[src/rtl/comp_seq_ctrl_if.sv]
// Operand/result bundle for comp_seq_ctrl: start/busy/done handshake, operands, one-hot compare result.
interface comp_seq_ctrl_if #(
  parameter int WIDTH = 8
);
  localparam int N  = WIDTH / 2;
  localparam int IW = (N > 1) ? $clog2(N) : 1;

  logic             start;
  logic [WIDTH-1:0] a;
  logic [WIDTH-1:0] b;
  logic             busy;
  logic             done;
  logic             s1;
  logic             s2;
  logic             s3;
  logic [IW-1:0]    slice_idx;

  modport master (
    output start, a, b,
    input  busy, done, s1, s2, s3, slice_idx
  );

  modport slave (
    input  start, a, b,
    output busy, done, s1, s2, s3, slice_idx
  );
endinterface

[src/rtl/comp_seq_ctrl.sv]
// Serial magnitude comparator: one 2-bit slice per cycle, MSB slice first; N=WIDTH/2 cycles per compare.
// Define COMP_SEQ_EARLY_EXIT_EN to finish on the first differing slice instead of always stepping all N.
module comp_seq_ctrl #(
  parameter int WIDTH = 8
) (
  input logic           clk,
  input logic           rst,
  comp_seq_ctrl_if.slave bus
);
  localparam int N  = WIDTH / 2;
  localparam int IW = (N > 1) ? $clog2(N) : 1;

  typedef enum logic {IDLE, COMPARE} state_t;

  state_t           state;
  logic [WIDTH-1:0] a_q;
  logic [WIDTH-1:0] b_q;
  logic             decided;
  logic             gt_q;
  logic             lt_q;

  logic [1:0]       sa;
  logic [1:0]       sb;
  logic             nx_gt;
  logic             nx_lt;
  logic             nx_dec;
  logic             finish;

  // Once a higher slice has differed, the lower slices cannot alter the verdict.
  always_comb begin
    sa     = a_q[{bus.slice_idx, 1'b0} +: 2];
    sb     = b_q[{bus.slice_idx, 1'b0} +: 2];
    nx_gt  = decided ? gt_q : (sa > sb);
    nx_lt  = decided ? lt_q : (sa < sb);
    nx_dec = decided | (sa != sb);
`ifdef COMP_SEQ_EARLY_EXIT_EN
    finish = nx_dec || (bus.slice_idx == '0);
`else
    finish = (bus.slice_idx == '0);
`endif
  end

  always_ff @(posedge clk) begin
    if (rst) begin
      state         <= IDLE;
      a_q           <= '0;
      b_q           <= '0;
      decided       <= 1'b0;
      gt_q          <= 1'b0;
      lt_q          <= 1'b0;
      bus.busy      <= 1'b0;
      bus.done      <= 1'b0;
      bus.s1        <= 1'b0;
      bus.s2        <= 1'b0;
      bus.s3        <= 1'b0;
      bus.slice_idx <= '0;
    end else begin
      bus.done <= 1'b0;
      case (state)
        IDLE: begin
          if (bus.start) begin
            a_q           <= bus.a;
            b_q           <= bus.b;
            decided       <= 1'b0;
            gt_q          <= 1'b0;
            lt_q          <= 1'b0;
            bus.slice_idx <= IW'(N - 1);
            bus.busy      <= 1'b1;
            state         <= COMPARE;
          end
        end
        COMPARE: begin
          if (finish) begin
            bus.s1        <= nx_gt;
            bus.s2        <= ~(nx_gt | nx_lt);
            bus.s3        <= nx_lt;
            bus.done      <= 1'b1;
            bus.busy      <= 1'b0;
            bus.slice_idx <= '0;
            state         <= IDLE;
          end else begin
            gt_q          <= nx_gt;
            lt_q          <= nx_lt;
            decided       <= nx_dec;
            bus.slice_idx <= bus.slice_idx - IW'(1);
          end
        end
        default: state <= IDLE;
      endcase
    end
  end
endmodule

[src/flat_wrapper.sv]
// flat-port wrapper written by rule: the top's interface ports become plain ports
module comp_seq_ctrl_flat 
#(
  parameter int WIDTH = 8
)
  (clk, rst, bus_start, bus_a, bus_b, bus_busy, bus_done, bus_s1, bus_s2, bus_s3, bus_slice_idx);
  comp_seq_ctrl_if #(.WIDTH(WIDTH)) bus_i ();
  input logic clk;
  input logic rst;
  input wire logic [$bits(bus_i.start)-1:0] bus_start;
  input wire logic [$bits(bus_i.a)-1:0] bus_a;
  input wire logic [$bits(bus_i.b)-1:0] bus_b;
  output wire logic [$bits(bus_i.busy)-1:0] bus_busy;
  output wire logic [$bits(bus_i.done)-1:0] bus_done;
  output wire logic [$bits(bus_i.s1)-1:0] bus_s1;
  output wire logic [$bits(bus_i.s2)-1:0] bus_s2;
  output wire logic [$bits(bus_i.s3)-1:0] bus_s3;
  output wire logic [$bits(bus_i.slice_idx)-1:0] bus_slice_idx;
  assign bus_i.start = bus_start;
  assign bus_i.a = bus_a;
  assign bus_i.b = bus_b;
  assign bus_busy = bus_i.busy;
  assign bus_done = bus_i.done;
  assign bus_s1 = bus_i.s1;
  assign bus_s2 = bus_i.s2;
  assign bus_s3 = bus_i.s3;
  assign bus_slice_idx = bus_i.slice_idx;
  comp_seq_ctrl #(.WIDTH(WIDTH)) u_core (.clk(clk), .rst(rst), .bus(bus_i));
endmodule
[config.mk]
export PLATFORM = sky130hd
export DESIGN_NAME = comp_seq_ctrl_flat
export DESIGN_NICKNAME = d
export VERILOG_FILES = /design/src/rtl/comp_seq_ctrl_if.sv /design/src/rtl/comp_seq_ctrl.sv /design/src/flat_wrapper.sv
export SDC_FILE = /design/constraint.sdc
export NUM_CORES = 1
export LEC_CHECK = 0
export ABC_AREA = 1
export CORE_MARGIN = 3
export CORE_UTILIZATION = 44
export CTS_CLUSTER_DIAMETER = 200
export DETAILED_ROUTE_END_ITERATION = 8
export GPL_ROUTABILITY_DRIVEN = 0
export GPL_TIMING_DRIVEN = 0
export PLACE_DENSITY = 0.83
export RECOVER_POWER = 100
export SETUP_SLACK_MARGIN = 0.5
export SYNTH_ARGS = -nofsm -noshare
export SYNTH_HDL_FRONTEND = slang
export SYNTH_SLANG_ARGS = --single-unit
export TNS_END_PERCENT = 5
[constraint.sdc]
create_clock -name clk -period 1.8 [get_ports clk]
set_clock_uncertainty 0.05 [all_clocks]
set_input_delay 0.36 -clock clk [delete_from_list [all_inputs] [get_ports clk]]
set_output_delay 0.36 -clock clk [all_outputs]
set_load 0.05 [all_outputs]
==> results of run 1 <==
flip-flops by register name, indices dropped and copies added (netlist names):
register	cells
u_core.state	1
u_core.bus.s2	1
u_core.b_q	8
u_core.decided	1
u_core.bus.s3	1
u_core.bus.slice_idx	2
u_core.lt_q	1
u_core.gt_q	1
u_core.bus.done	1
u_core.bus.s1	1
u_core.a_q	8
u_core.bus.busy	1
cell families after synthesis:
family | count (synthesis) | synth area share (%)
compound gates | 35 | 16.1
fa+ha+maj | 2 | 2.11
buf+inv | 19 | 8.34
flops | 27 | 45.6
simple gates | 78 | 27.9
final timing paths:
| kind | slack, ns | cells after the start | to | startpoint |
|---|---|---|---|---|
| max | -0.05 | 13 | u_core.bus.s2 | u_core.bus.slice_idx[1] |
| min | 0.27 | 2 | u_core.bus.slice_idx[1] | rst |
| max reg2reg | -0.05 | 13 | u_core.bus.s2 | u_core.bus.slice_idx[1] |
| min reg2reg | 0.44 | 2 | u_core.gt_q | u_core.gt_q |
power by group:
group	internal, uW	total (uW)	switching, uW
registers	647	684	36.6
clock network	86.8	258	172
logic	204	468	264
cells in the final DEF (no fill, tap or decap), types with 2 or more instances in the layout:
| cell | n |
|---|---|
| a22oi_2 | 4 |
| nor2_1 | 42 |
| clkdlybuf4s50_1 | 16 |
| o21ai_0 | 19 |
| dfxtp_1 | 24 |
| nand2_1 | 19 |
| o31ai_2 | 2 |
| o21ai_1 | 3 |
| nor2_2 | 5 |
| dfxtp_4 | 2 |
| buf_4 | 8 |
| buf_2 | 3 |
| or2_4 | 2 |
| nor2_4 | 3 |
| nand3_2 | 3 |
| a21oi_1 | 5 |
| inv_2 | 4 |
| inv_1 | 7 |
| ha_4 | 2 |
| buf_8 | 2 |
| buf_6 | 4 |
| clkbuf_4 | 3 |
synthesized netlist by cell type:
library cell and count:
inv_6 1, nor2_2 4, nor2_1 46, nand2_1 20, inv_1 10, buf_6 2, o21ai_0 23, o31ai_1 2
buf_4 1, ha_1 2, a21oi_1 6, nand2_8 1, a22oi_1 4, dfxtp_1 27, buf_2 3, nor3_1 1
nand3_1 4, inv_2 2, or2_2 2
repair_timing:
item                       4_1_cts  5_1_grt
gates resized for setup         22       49
gates cloned                     0        0
setup endpoints to repair       14       24
setup buffers                    3        2
pin swaps                        8        6
metrics by stage:
step | area [sq um] | setup WS [ns]
2_1_floorplan | 1210 | 0.0557
3_3_place_gp | 1490 | 0.0200
3_5_place_dp | 1490 | -0.000340
4_1_cts | 1570 | 0.0480
5_1_grt | 1660 | -0.177
6_report | 1660 | -0.0490
final cells by class:
cell class,count,share of cell area [%]
Timing Repair Buffer,29,16.8
Multi-Input combinational cell,115,39.8
Inverter,13,3.39
Sequential cell,27,33.1
Clock buffer,4,1.58
Tap cell,30,2.26
Buffer,6,3.16
worst reg2reg max path, cell delays in order (launching register included):
cell and delay [ns]:
dfxtp_4 0.37, buf_8 0.13, inv_4 0.04, nor2_4 0.20, a22oi_2 0.09, o21ai_1 0.10, inv_1 0.09, ha_4 0.29
nand2_1 0.08, nand3_2 0.08, nand3_2 0.09, nand2_1 0.07, inv_1 0.04, nor2_2 0.08
routing by layer:
metal / GRT usage, % / routed length, um
met1: 21.0 / 1310
met2: 30.3 / 1550
met3: 2.00 / 133
met4: 7.28 / 27
met5: 0 / 0
==> run summary, run 1 <==
Post-synth top area cell = dfxtp_1
Maximum number of pins on one net before global-route repair = 15
Cell count after placement = 215
Via count of the first global-routing pass = 1102
Wire length of the first global-routing pass = 4.53 mm
Arrival time of the worst setup path = 2.07 ns
VDD IR-drop max = 0.000631 V
Max Fanout on Critical Path = 8
Kind of cell with the highest combined delay on the critical path = simple AND/OR/NAND/NOR gates
Critical path class = flip-flop to flip-flop
Gate count after technology mapping = 161
Post-synthesis net count = 182
Area added between synthesis and finish = 40.2%
NumNets Final = 216
Fillcell total = 204
Fraction of synthesized cell area taken by the top area cell type = 45.6%
Slack of the critical path = -0.0490 ns
Worst min-delay path class = primary input to flip-flop
Synth area leaders = dfxtp_1 (46%), nor2_1 (15%), o21ai_0 (9.7%)
Slowest Stage Delay on Critical Path = 0.37 ns
CTS Buf Count = 3
Summed negative setup slack over all endpoints = -0.140 ns
Clock tree from TritonCTS = yes
Post-layout minimum cycle time = 1.85 ns
Iteration-0 DRC count of the detailed router = 29
Total power consumption of the routed design = 1410 uW
Count of endpoints failing hold in the final timing report = 0
Area used by sequential logic in the layout = 549 sq um
Number of buffers on the longest clock path = 2
Remaining global-route overflow = 0
Antenna violations before repair = 0
Utilization of the core after routing = 65.9%
Layout cells sized above 1 = 27.8%
Synthesis warning total = 0
Die X-Extent = 57.9 um
Achievable Freq = 0.541 GHz
Post-CTS clock slew at the launch and capture registers of the worst setup and hold paths = 0.13 ns
Number of buffer and inverter stages on the critical path = 4
Cell at the root of the clock tree = clkbuf_4
Share of the clock period used by the worst path = 103%
Tot GR Track Use = 17.2%
Setup Viol. Count Final = 4
Violated checks = setup timing
# hold bufs at CTS = 0
Total of max-cap violations = 0
DR vias = 1190
Power density normalized to cell area = 849 nW/um^2
IO buf count = 24
Mean routed wirelength per cell = 13.5 um
#FFs+latches synth = 27
Type of element capturing the critical path = flip-flop
Final wirelength = 3.02 mm
Number of nets still failing antenna checks after routing = 0
Placed wire-length estimate = 1.97 mm
ANT cells = 0
Cell Area, Synth = 1180 sq um
Full die area = 3350 sq um
Worst-skew pair later-pin latency = 0.32 ns
RSZ-0062 raised after global routing = yes
Sequential area share after synthesis = 45.6%
Transition time at the pin with the least slew margin = 0.484 ns
Non-filler cells, final = 224
Starting density of the core = 47.0%
Worst slew margin = 67.9%
CTS sink cnt = 27
Number of rows created at floorplan = 18
TritonRoute pass-1 iters = 5
Average footprint of a synthesized cell = 7.36 sq um
Final hold slack = 0.274 ns
Cell variety after synth = 19
Io pins = 26
Depth of the CTS H-tree = 1
Slowest cell on the critical path = dfxtp_4
Area occupied by multi-input gates = 661 sq um
Outcome = complete, but fails checks
Number of vias per cell after detailed routing = 5.31
Cell-by-cell trace of the critical path = buf_8 > inv_4 > nor2_4 > a22oi_2 > o21ai_1 > inv_1 > ha_4 > nand2_1 > nand3_2 > nand3_2 > nand2_1 > inv_1 > nor2_2
Worst Path Required = 2.02 ns
Static Leak = 0.000695 uW
Floorplan die height = 57.9 um
Area of the core = 2520 sq um
Post-route DRC violation count = 0
Startpoint kind of the worst setup timing path = flip-flop
Final number of max-transition violations = 0
(Power assumes the default switching activity.)
==> inputs of run 2 (changes only) <==
- CORE_UTILIZATION: 44 -> 35
- PLACE_DENSITY: 0.83 -> 0.7
- SKIP_CTS_REPAIR_TIMING: unset -> 1
==> run 2 against run 1 <==
Net effect: the run now ends clean; global-route usage is 3.9 points lower; flip-flop and latch count stayed put; sequential power hardly changed; die area is 23% higher; total power is 2.9% lower; wire length is 11% lower; non-clock buffer count stayed put; worst setup slack better by 0.065 ns; via count is 6.6% lower; clock power is 3% higher; largest power group unchanged.
==> run summary, run 2 (synthesized netlist as in run 1, its figures left out) <==
Area added between synthesis and finish = 40.9%
Maximum number of pins on one net before global-route repair = 15
Starting density of the core = 37.6%
Remaining global-route overflow = 0
Via count of the first global-routing pass = 1018
Worst Path Required = 2.03 ns
Full die area = 4120 sq um
Static Leak = 0.000714 uW
RSZ-0062 raised after global routing = yes
Count of endpoints failing hold in the final timing report = 0
Number of nets still failing antenna checks after routing = 0
Depth of the CTS H-tree = 1
Floorplan die height = 64.2 um
Achievable Freq = 0.560 GHz
Post-DP Area = 1510 sq um
Placed wire-length estimate = 1.88 mm
Commonest cells after routing, fill and taps aside = nor2_1 (42), dfxtp_1 (23), o21ai_0 (20)
NumNets Final = 216
Antenna violations before repair = 0
Slack of the critical path = 0.0158 ns
Met3 demand-to-capacity share in global routing = 1.93%
Io pins = 26
Number of rows created at floorplan = 20
VDD IR-drop max = 0.000370 V
DR vias = 1111
Worst slew margin = 66.3%
Worst-skew pair later-pin latency = 0.33 ns
Mean routed wirelength per cell = 11.2 um
Max Fanout on Critical Path = 7
Arrival time of the worst setup path = 2.01 ns
Final wirelength = 2.67 mm
Final instance area = 1670 sq um
Post-layout minimum cycle time = 1.78 ns
Die X-Extent = 64.2 um
CTS Buf Count = 3
Outcome = finished, final reports clean
Critical path class = flip-flop to flip-flop
Worst min-delay path class = primary input to flip-flop
Number of buffers on the longest clock path = 2
Pre-CTS setup slack = -0.00855 ns
GRT met2 Usage = 21.4%
Iteration-0 DRC count of the detailed router = 19
Setup Viol. Count Final = 0
Power density normalized to cell area = 821 nW/um^2
Tot GR Track Use = 13.3%
Busiest metal layer after global routing = met2
Total of max-cap violations = 0
Area occupied by multi-input gates = 633 sq um
Fillcell total = 321
TritonRoute pass-1 iters = 4
Number of vias per cell after detailed routing = 4.67
Share of the clock period used by the worst path = 99.1%
Cell at the root of the clock tree = clkbuf_4
Wire length of the first global-routing pass = 4.36 mm
Area used by sequential logic in the layout = 551 sq um
Area of the core = 3150 sq um
IO buf count = 24
ANT cells = 0
CTS sink cnt = 27
Clock tree from TritonCTS = yes
Largest registers = u_core.a_q (8), u_core.b_q (8), u_core.bus.slice_idx (2)
Most frequent standard cell in the layout excluding fill and tap cells = nor2_1
Layout cells sized above 1 = 26.3%
Transition time at the pin with the least slew margin = 0.504 ns
Startpoint kind of the worst setup timing path = flip-flop
Post-route DRC violation count = 0
Type of element capturing the critical path = flip-flop
Fraction of met1 tracks used by global routing = 17.0%
Post-CTS clock slew at the launch and capture registers of the worst setup and hold paths = 0.14 ns
Final number of max-transition violations = 0
==> run 2: cell count changes in the layout (fill, tap and decap cells not counted), moves of 2 or more <==
cell,delta
nand3_2,-2
nor2_4,-2
buf_4,-3
nor2_2,+2
dlymetal6s2s_1,+2
buf_6,+2
nand3_1,+2
==> run 2: report_power, final <==
| group | switching (uW) | total [uW] | leakage [uW] | internal [uW] |
|---|---|---|---|---|
| clock | 178 | 266 | 0.0000150 | 87.2 |
| combinational | 232 | 422 | 0.000474 | 190 |
| sequential | 34.6 | 682 | 0.000225 | 647 |
==> run 2: worst max-delay path, stage by stage, from the launching register on <==
cell and delay [ns]:
dfxtp_4 0.37, buf_8 0.13, buf_4 0.15, o31ai_2 0.34
ha_4 0.26, nand2_2 0.06, nor2_2 0.04, nor2_2 0.14
nand2_1 0.07, a21oi_1 0.13
==> run 2: final timing paths <==
check	start	to	slack, ns	cells after the start
max reg2reg	u_core.bus.slice_idx[1]	u_core.gt_q	0.02	9
min reg2reg	u_core.lt_q	u_core.lt_q	0.43	2
max	u_core.bus.slice_idx[1]	u_core.gt_q	0.02	9
min	rst	u_core.bus.s1	0.25	2
==> run 2: metal layers <==
metal	routed length, um	vias up
met5	0	-
met4	62	0
met3	128	5
met2	1220	28
met1	1260	493
li1	-	585
==> run 2: final cells by class <==
| cell class | instances | share of cell area [%] |
|---|---|---|
| sequential | 27 | 33.0 |
| clock buffer | 4 | 1.57 |
| tap | 44 | 3.30 |
| timing repair buffer | 29 | 17.7 |
| inverter | 13 | 3.37 |
| buffer | 6 | 3.15 |
| multi-input combinational | 115 | 37.9 |
==> run 2: through the flow <==
| step | instances | TNS, ns | power [uW] | util (%) | hold slack, ns |
|---|---|---|---|---|---|
| final | 238 | 0 | 1370 | 52.9 | 0.252 |
| after global placement | 229 | 0 | 1040 | 47.9 | 0.404 |
| after CTS | 233 | -0.853 | 1310 | 48.7 | 0.256 |
| after global routing | 238 | -0.359 | 1450 | 52.9 | 0.279 |
| after floorplan | 161 | 0 | 938 | - | 0.393 |
| after detailed placement | 229 | -0.0134 | 1050 | 47.9 | 0.412 |
